### src/rtl/dino_game_core_if.sv
// Bundles the per-frame strobes, button/jump inputs, pixel lookup and game status outputs
// of dino_game_core.
//   master : drives strobes, button, jump and pixel_index; observes everything else
//   slave  : the game core itself
interface dino_game_core_if #(
    parameter int N_OBS = 3
);
    logic             frame_strobe;  // one-cycle pulse per display frame
    logic             score_strobe;  // one-cycle pulse per score tick
    logic             button;        // raw active-low button, asynchronous
    logic             jump;          // 1 = cat airborne
    logic [9:0]       pixel_index;   // row = [9:7], col = [6:0]
    logic [7:0]       pixel_byte;    // registered ground/obstacle pattern
    logic [1:0]       state;         // 00 START, 01 PLAY, 10 OVER, 11 PAUSE
    logic             game_on;       // state == PLAY
    logic             collision;     // one-cycle pulse after PLAY -> OVER
    logic [15:0]      score_bcd;     // four BCD digits
    logic [15:0]      hiscore_bcd;   // best score since reset
    logic [2:0]       speed;         // 1..MAX_SPEED
    logic [N_OBS-1:0] obs_active;    // per-slot active flags

    modport master (
        output frame_strobe, score_strobe, button, jump, pixel_index,
        input  pixel_byte, state, game_on, collision, score_bcd, hiscore_bcd, speed, obs_active
    );

    modport slave (
        input  frame_strobe, score_strobe, button, jump, pixel_index,
        output pixel_byte, state, game_on, collision, score_bcd, hiscore_bcd, speed, obs_active
    );
endinterface

### src/rtl/dino_game_core.sv
// Game-state core for the 128x64 OLED dino game. Single clock, strobe-qualified updates.
// Owns the START/PLAY/PAUSE/OVER state machine, N_OBS obstacle slots with LFSR-randomised
// spawning, speed scaling, saturating BCD score and high score, and renders the ground and
// obstacle layer one byte per clock.
// Ports:
//   CLK_27MHZ : system clock, rising edge
//   RST_N     : asynchronous active-low reset
//   bus       : dino_game_core_if.slave (strobes, button, jump, pixel lookup, status outputs)
module dino_game_core #(
    parameter int         N_OBS      = 3,
    parameter int         SCREEN_W   = 128,
    parameter int         OBS_W      = 8,
    parameter int         CAT_X      = 36,
    parameter int         CAT_W      = 16,
    parameter int         MIN_GAP    = 20,
    parameter logic [7:0] GAP_MASK   = 8'h3F,
    parameter int         SPEED_STEP = 250,
    parameter int         MAX_SPEED  = 4
) (
    input logic               CLK_27MHZ,
    input logic               RST_N,
    dino_game_core_if.slave   bus
);

    typedef enum logic [1:0] {
        StStart = 2'b00,
        StPlay  = 2'b01,
        StOver  = 2'b10,
        StPause = 2'b11
    } state_t;

    state_t           state_q;
    logic             btn_s1_q, btn_s2_q, btn_s3_q, press_q;
    logic [15:0]      lfsr_q;
    logic [N_OBS-1:0] active_q;
    logic [7:0]       pos_q [N_OBS];
    logic [7:0]       gap_q;
    logic [15:0]      score_q, hiscore_q;
    logic [2:0]       speed_q;
    logic [15:0]      step_q;
    logic             collision_q;
    logic [7:0]       pixel_byte_q;

    logic             hit;
    logic             any_free;
    logic [N_OBS-1:0] spawn_sel;
    logic [15:0]      score_inc;
    logic             carry;
    logic [7:0]       gap_reload;
    logic             lfsr_fb;
    logic [2:0]       pix_row;
    logic [6:0]       pix_col;
    logic             in_obs;
    logic [7:0]       pixel_d;

    // Hit test, lowest free slot and saturating BCD increment, all on current state.
    always_comb begin
        hit       = 1'b0;
        any_free  = 1'b0;
        spawn_sel = '0;
        for (int i = 0; i < N_OBS; i++) begin
            if (active_q[i] && (int'(pos_q[i]) - OBS_W < CAT_X + CAT_W) &&
                (int'(pos_q[i]) > CAT_X) && !bus.jump) begin
                hit = 1'b1;
            end
            if (!active_q[i] && !any_free) begin
                spawn_sel[i] = 1'b1;
                any_free     = 1'b1;
            end
        end

        score_inc = score_q;
        carry     = 1'b1;
        if (score_q != 16'h9999) begin
            for (int d = 0; d < 4; d++) begin
                if (carry) begin
                    if (score_q[4*d +: 4] == 4'd9) begin
                        score_inc[4*d +: 4] = 4'd0;
                    end else begin
                        score_inc[4*d +: 4] = score_q[4*d +: 4] + 4'd1;
                        carry               = 1'b0;
                    end
                end
            end
        end

        gap_reload = 8'(MIN_GAP) + (lfsr_q[7:0] & GAP_MASK);
        // Right-shifting Fibonacci form of taps 16/14/13/11.
        lfsr_fb    = lfsr_q[0] ^ lfsr_q[2] ^ lfsr_q[3] ^ lfsr_q[5];
    end

    // Pixel renderer: ground on row 6, obstacles on row 5, blank outside PLAY/PAUSE.
    always_comb begin
        pix_row = bus.pixel_index[9:7];
        pix_col = bus.pixel_index[6:0];
        in_obs  = 1'b0;
        for (int i = 0; i < N_OBS; i++) begin
            if (active_q[i] && (int'(pix_col) < int'(pos_q[i])) &&
                (int'(pix_col) >= int'(pos_q[i]) - OBS_W)) begin
                in_obs = 1'b1;
            end
        end
        pixel_d = 8'h00;
        if (state_q == StPlay || state_q == StPause) begin
            if (pix_row == 3'd6) begin
                pixel_d = 8'hF0;
            end else if (pix_row == 3'd5 && in_obs) begin
                pixel_d = 8'hFF;
            end
        end
    end

    // Button synchroniser and registered falling-edge detector.
    always_ff @(posedge CLK_27MHZ or negedge RST_N) begin
        if (!RST_N) begin
            btn_s1_q <= 1'b1;
            btn_s2_q <= 1'b1;
            btn_s3_q <= 1'b1;
            press_q  <= 1'b0;
        end else begin
            btn_s1_q <= bus.button;
            btn_s2_q <= btn_s1_q;
            btn_s3_q <= btn_s2_q;
            press_q  <= btn_s3_q & ~btn_s2_q;
        end
    end

    // LFSR runs on every frame regardless of game state.
    always_ff @(posedge CLK_27MHZ or negedge RST_N) begin
        if (!RST_N) begin
            lfsr_q <= 16'hACE1;
        end else if (bus.frame_strobe) begin
            lfsr_q <= {lfsr_fb, lfsr_q[15:1]};
        end
    end

    always_ff @(posedge CLK_27MHZ or negedge RST_N) begin
        if (!RST_N) begin
            pixel_byte_q <= 8'h00;
        end else begin
            pixel_byte_q <= pixel_d;
        end
    end

    // Game state machine with obstacle, gap, score and speed updates.
    always_ff @(posedge CLK_27MHZ or negedge RST_N) begin
        if (!RST_N) begin
            state_q     <= StStart;
            active_q    <= '0;
            for (int i = 0; i < N_OBS; i++) begin
                pos_q[i] <= 8'd0;
            end
            gap_q       <= 8'(MIN_GAP);
            score_q     <= 16'h0000;
            hiscore_q   <= 16'h0000;
            speed_q     <= 3'd1;
            step_q      <= 16'd0;
            collision_q <= 1'b0;
        end else begin
            collision_q <= 1'b0;
            unique case (state_q)
                StStart: begin
                    if (press_q) begin
                        state_q  <= StPlay;
                        score_q  <= 16'h0000;
                        speed_q  <= 3'd1;
                        active_q <= '0;
                        gap_q    <= 8'(MIN_GAP);
                        step_q   <= 16'd0;
                    end
                end
                StPlay: begin
                    // A hit freezes the obstacle field as it was when the cat was struck.
                    if (bus.frame_strobe && hit) begin
                        state_q     <= StOver;
                        collision_q <= 1'b1;
                        if (score_q > hiscore_q) begin
                            hiscore_q <= score_q;
                        end
                    end else begin
                        if (press_q) begin
                            state_q <= StPause;
                        end
                        if (bus.frame_strobe) begin
                            for (int i = 0; i < N_OBS; i++) begin
                                if (active_q[i]) begin
                                    if (pos_q[i] <= {5'd0, speed_q}) begin
                                        active_q[i] <= 1'b0;
                                    end else begin
                                        pos_q[i] <= pos_q[i] - {5'd0, speed_q};
                                    end
                                end else if (gap_q == 8'd0 && spawn_sel[i]) begin
                                    active_q[i] <= 1'b1;
                                    pos_q[i]    <= 8'(SCREEN_W + OBS_W);
                                end
                            end
                            // With no free slot the gap holds at zero and retries next frame.
                            if (gap_q != 8'd0) begin
                                gap_q <= gap_q - 8'd1;
                            end else if (any_free) begin
                                gap_q <= gap_reload;
                            end
                        end
                    end
                    // Score tick still lands on the frame that ends the game.
                    if (bus.score_strobe) begin
                        score_q <= score_inc;
                        if (step_q == 16'(SPEED_STEP - 1)) begin
                            step_q <= 16'd0;
                            if (speed_q < 3'(MAX_SPEED)) begin
                                speed_q <= speed_q + 3'd1;
                            end
                        end else begin
                            step_q <= step_q + 16'd1;
                        end
                    end
                end
                StPause: begin
                    if (press_q) begin
                        state_q <= StPlay;
                    end
                end
                StOver: begin
                    if (press_q) begin
                        state_q <= StStart;
                    end
                end
            endcase
        end
    end

    assign bus.pixel_byte  = pixel_byte_q;
    assign bus.state       = state_q;
    assign bus.game_on     = (state_q == StPlay);
    assign bus.collision   = collision_q;
    assign bus.score_bcd   = score_q;
    assign bus.hiscore_bcd = hiscore_q;
    assign bus.speed       = speed_q;
    assign bus.obs_active  = active_q;

endmodule
### src/flat_wrapper.sv
// flat-port wrapper written by rule: the top's interface ports become plain ports
module dino_game_core_flat 
#(
    parameter int         N_OBS      = 3,
    parameter int         SCREEN_W   = 128,
    parameter int         OBS_W      = 8,
    parameter int         CAT_X      = 36,
    parameter int         CAT_W      = 16,
    parameter int         MIN_GAP    = 20,
    parameter logic [7:0] GAP_MASK   = 8'h3F,
    parameter int         SPEED_STEP = 250,
    parameter int         MAX_SPEED  = 4
)
  (CLK_27MHZ, RST_N, bus_frame_strobe, bus_score_strobe, bus_button, bus_jump, bus_pixel_index, bus_pixel_byte, bus_state, bus_game_on, bus_collision, bus_score_bcd, bus_hiscore_bcd, bus_speed, bus_obs_active);
  dino_game_core_if #(.N_OBS(N_OBS)) bus_i ();
  input logic CLK_27MHZ;
  input logic RST_N;
  input wire logic [$bits(bus_i.frame_strobe)-1:0] bus_frame_strobe;
  input wire logic [$bits(bus_i.score_strobe)-1:0] bus_score_strobe;
  input wire logic [$bits(bus_i.button)-1:0] bus_button;
  input wire logic [$bits(bus_i.jump)-1:0] bus_jump;
  input wire logic [$bits(bus_i.pixel_index)-1:0] bus_pixel_index;
  output wire logic [$bits(bus_i.pixel_byte)-1:0] bus_pixel_byte;
  output wire logic [$bits(bus_i.state)-1:0] bus_state;
  output wire logic [$bits(bus_i.game_on)-1:0] bus_game_on;
  output wire logic [$bits(bus_i.collision)-1:0] bus_collision;
  output wire logic [$bits(bus_i.score_bcd)-1:0] bus_score_bcd;
  output wire logic [$bits(bus_i.hiscore_bcd)-1:0] bus_hiscore_bcd;
  output wire logic [$bits(bus_i.speed)-1:0] bus_speed;
  output wire logic [$bits(bus_i.obs_active)-1:0] bus_obs_active;
  assign bus_i.frame_strobe = bus_frame_strobe;
  assign bus_i.score_strobe = bus_score_strobe;
  assign bus_i.button = bus_button;
  assign bus_i.jump = bus_jump;
  assign bus_i.pixel_index = bus_pixel_index;
  assign bus_pixel_byte = bus_i.pixel_byte;
  assign bus_state = bus_i.state;
  assign bus_game_on = bus_i.game_on;
  assign bus_collision = bus_i.collision;
  assign bus_score_bcd = bus_i.score_bcd;
  assign bus_hiscore_bcd = bus_i.hiscore_bcd;
  assign bus_speed = bus_i.speed;
  assign bus_obs_active = bus_i.obs_active;
  dino_game_core #(.N_OBS(N_OBS), .SCREEN_W(SCREEN_W), .OBS_W(OBS_W), .CAT_X(CAT_X), .CAT_W(CAT_W), .MIN_GAP(MIN_GAP), .GAP_MASK(GAP_MASK), .SPEED_STEP(SPEED_STEP), .MAX_SPEED(MAX_SPEED)) u_core (.CLK_27MHZ(CLK_27MHZ), .RST_N(RST_N), .bus(bus_i));
endmodule
### config.mk
export PLATFORM = sky130hd
export DESIGN_NAME = dino_game_core_flat
export DESIGN_NICKNAME = d
export VERILOG_FILES = /design/src/rtl/dino_game_core_if.sv /design/src/rtl/dino_game_core.sv /design/src/flat_wrapper.sv
export SDC_FILE = /design/constraint.sdc
export NUM_CORES = 1
export LEC_CHECK = 0
export BUFFER_PORTS_ARGS = -buffer_cell sky130_fd_sc_hd__clkbuf_2
export CORE_MARGIN = 3
export CORE_UTILIZATION = 50
export CTS_BUF_LIST = sky130_fd_sc_hd__clkbuf_8
export CTS_CLUSTER_DIAMETER = 150
export DETAILED_ROUTE_END_ITERATION = 8
export GPL_TIMING_DRIVEN = 0
export PLACE_DENSITY = 0.69
export SETUP_SLACK_MARGIN = 0.2
export SLEW_MARGIN = 20
export SYNTH_ARGS = -nofsm -noshare
export SYNTH_HDL_FRONTEND = slang
export SYNTH_SLANG_ARGS = --single-unit
### constraint.sdc
create_clock -name CLK_27MHZ -period 3.33 [get_ports CLK_27MHZ]
set_clock_uncertainty 0.15 [all_clocks]
set_input_delay 0.666 -clock CLK_27MHZ [delete_from_list [all_inputs] [get_ports CLK_27MHZ]]
set_output_delay 0.666 -clock CLK_27MHZ [all_outputs]
set_load 0.03 [all_outputs]
==> results.json <==
{
  "outcome": "completed",
  "area_delta_synth_final_pct": 11.8,
  "drive_gt1_share_pct": 19.0,
  "layout.nets": 995,
  "ys_seq_elements": 111,
  "hold_path.class": "in2async",
  "crit_chain": "clkbuf_4 > inv_1 > ha_1 > buf_2 > xnor2_1 > a211o_1 > o2111ai_2 > buf_12 > a41oi_4 > buf_6 > a2111oi_1 > a2bb2oi_1",
  "slowest_delay_ps": 430,
  "ys_warn_count": 0,
  "max_slew.worst_pin.slew_ps": 822,
  "drtAntennaViolNets": 0,
  "period_share_pct": 90.9,
  "crit_arrival_ps": 3180,
  "reg2reg_depth": 12,
  "drt_wl_total_um": 17900,
  "grt_max_degree": 69,
  "cp_top_family": "compound AO/OA/AOI/OAI gates",
  "synthCells": 815,
  "grt_pass1_wl_um": 29400,
  "share_seq_of_total_power_pct": 36.5,
  "power.share.clock_pct": 16.1,
  "critPathRequiredTime_ps": 3490,
  "avgViaCountPerCell": 5.76,
  "vias": 6391,
  "clk_pin_slew_ps": 110,
  "clkLatencyLatePin_ps": 390,
  "hold_viol": 0,
  "die_w_um": 131,
  "wl_met3_um": 743,
  "cts_tree": "yes",
  "sw_frac_of_total_pct": 43.5,
  "grt.overflow.total": 0,
  "finalMaxSlewViolations": 0,
  "cts_buffers": 9,
  "drv_cap": 0,
  "worst_r2r_endpoint": "u_core.gap_q[6]",
  "crit_fanout": 10,
  "r2r-start": "u_core.pos_q[3]",
  "finalPower_mw": 5.58,
  "period_needed_ps": 3030,
  "rows": 45,
  "holdBufCountCts": 0,
  "synth_flop_cell": "dfrtp_1",
  "net-switching-power_mw": 2.43,
  "die-area_sq_mm": 0.0172,
  "highest_layer": "met4",
  "fill_cells": 1365,
  "grt_antenna_before_repair": 0,
  "intPower_mw": 3.15,
  "clock_path_buffers": 2,
  "drt_pass1_iterations": 7,
  "first_global_vias": 5863,
  "crit_buf_inv": 5,
  "ioPinCount": 66,
  "seq_area_frac_synth_pct": 35.7,
  "drc": 0,
  "hpwl_um": 13500,
  "routedWlPerCell_um": 16.1,
  "synth_area_sq_mm": 0.00782,
  "max_clock_freq_mhz": 330,
  "root_buffer": "clkbuf_8",
  "avgSynthCellArea_sq_um": 9.60,
  "setup_viol": 0,
  "slew_headroom_pct": 44.7,
  "end_kind": "flop",
  "critPathSlowestCell": "a2111oi_1",
  "antenna_cells": 0,
  "hold_ws_ps": 45.6,
  "grtUsageTotal_pct": 21.4,
  "power_frac_comb_pct": 47.3,
  "synth_fp_nets": 916,
  "htreeDepth": 3,
  "place.gp.congestion": 0.857,
  "wl_met2_um": 8240,
  "wl_met1_um": 8690,
  "worst-setup-path-type": "reg2reg",
  "drtIter0Drc": 386,
  "placedCellCount": 1092,
  "synth-async-reset-ratio_pct": 100,
  "synth_cell_types": 90,
  "fp.dieH_um": 131,
  "io_buffers": 65,
  "r2r_slack_ps": 300,
  "cts_sinks": 111,
  "powerDensity_mw_per_mm2": 638,
  "start_kind": "flop",
  "core-area_sq_mm": 0.0153,
  "initial_core_util_pct": 51.3,
  "p_leak_nw": 3.94,
  "vdd_drop_max_mv": 0.419,
  "rsz0062_at_grt": "true",
  "synth-edff-count": 0,
  "path_depth": 12,
  "fin_cells": 1110
}
[registers in the layout, summed over array words and instances (netlist names)]
name,cells
u_core.bus.obs_active,3
u_core.pos_q,24
u_core.press_q,1
u_core.bus.pixel_byte,2
u_core.lfsr_q,16
u_core.bus.speed,3
u_core.bus.score_bcd,16
u_core.bus.state,2
u_core.bus.hiscore_bcd,16
u_core.btn_s2_q,1
u_core.gap_q,8
u_core.btn_s1_q,1
u_core.bus.collision,1
u_core.step_q,16
u_core.btn_s3_q,1
[per-layer routing]
metal | vias to the layer above | track usage, %
li1 | 3161 | -
met1 | 3093 | 31.2
met2 | 119 | 33.0
met3 | 18 | 3.89
met4 | 0 | 5.57
met5 | - | 0
[worst register-to-register path: stages, from the launching register on]
cell	delay, ps
dfrtp_1	400
clkbuf_4	190
inv_1	170
ha_1	180
buf_2	210
xnor2_1	110
a211o_1	290
o2111ai_2	100
buf_12	170
a41oi_4	160
buf_6	210
a2111oi_1	430
a2bb2oi_1	200
[logic make-up after synthesis]
logic type,Yosys count,synth area share (%)
and+or+nand+nor,240,16.2
AOI/OAI and AO/OA,205,19.1
DFF,111,35.7
buffers and inverters,105,5.93
adders and majority gates,85,13.9
muxes,43,6.25
xor gates and xnor gates,26,2.91
[per-stage QoR]
step	utilization [%]	TNS, ps	instance area [sq um]	worst slack [ps]
3_5_place_dp	55.4	0	8450	69.6
4_1_cts	57.1	0	8720	234
5_1_grt	57.3	0	8740	90.6
3_3_place_gp	55.1	-20360	8410	-218
2_1_floorplan	-	0	7820	484
6_report	57.3	0	8740	304
[layout make-up]
cell class / instances / area [sq um] / area share (%)
Timing Repair Buffer: 67 / 382 / 4.36
Inverter: 67 / 251 / 2.88
Clock buffer: 9 / 124 / 1.42
Tap cell: 211 / 264 / 3.02
Multi-Input combinational cell: 600 / 4610 / 52.7
Sequential cell: 111 / 2800 / 32.0
Buffer: 38 / 218 / 2.49
Clock inverter: 7 / 96.3 / 1.10
[cells in the mapped netlist (13+ instances only)]
library cell | n | area [sq um]
a21oi_1 | 34 | 170
clkbuf_1 | 13 | 48.8
dfrtp_1 | 97 | 2430
dfstp_2 | 14 | 368
ha_1 | 82 | 1030
inv_1 | 67 | 251
mux2_2 | 16 | 180
mux2i_1 | 14 | 140
nand2_1 | 54 | 203
nand3_1 | 34 | 170
nand4_1 | 20 | 125
nor2_1 | 50 | 188
nor3_1 | 15 | 75.1
o21ai_0 | 54 | 270
o31ai_1 | 16 | 120
xnor2_1 | 15 | 131
[how the worst max path moves through the flow]
stage / endpoint / startpoint / slack [ps]
final: u_core.gap_q[6] / u_core.pos_q[3] / 300
after global routing: u_core.step_q[7] / u_core.bus.state[1] / 90
after CTS: u_core.step_q[13] / u_core.bus.state[1] / 230
after detailed placement: u_core.pos_q[20] / u_core.pos_q[11] / 70
after global placement: u_core.lfsr_q[9] / RST_N / -220
after floorplan: u_core.step_q[10] / u_core.bus.state[1] / 480
[layout by cell type (no fill, tap or decap), drive strengths merged, types with 5 or more instances in the layout]
master and instances:
mux2 29, or3 8, and4 5, nor4 8, xnor2 15, inv 69
nand2 54, nor3 16, a211o 7, buf 26, a31oi 6, a211oi 7
o21ai 55, a21o 11, a2111oi 5, nand4 20, o31ai 16, o211ai 11
dfrtp 97, nand2b 6, nand3 34, nor2b 8, dfstp 14, ha 82
clkbuf 88, xor2 11, nor2 50, nand3b 5, mux2i 14, a21oi 35
[power by group through the flow]
stage | registers [mW] | logic [mW] | clock network (mW)
detailed placement | 2.06 | 2.59 | 0
global route | 2.10 | 2.98 | 0.981
global placement | 2.06 | 2.55 | 0
finish | 2.04 | 2.64 | 0.898
floorplan | 2.10 | 1.86 | 0
CTS | 2.04 | 2.62 | 0.931
[timing repair]
action / in CTS / in global routing
endpoints found under the setup margin: 47 / 45
resized for setup: 3 / 12
pin swaps: 2 / 0
setup buffers: 1 / 0
gates cloned: 1 / 0
(Power assumes the default switching activity.)
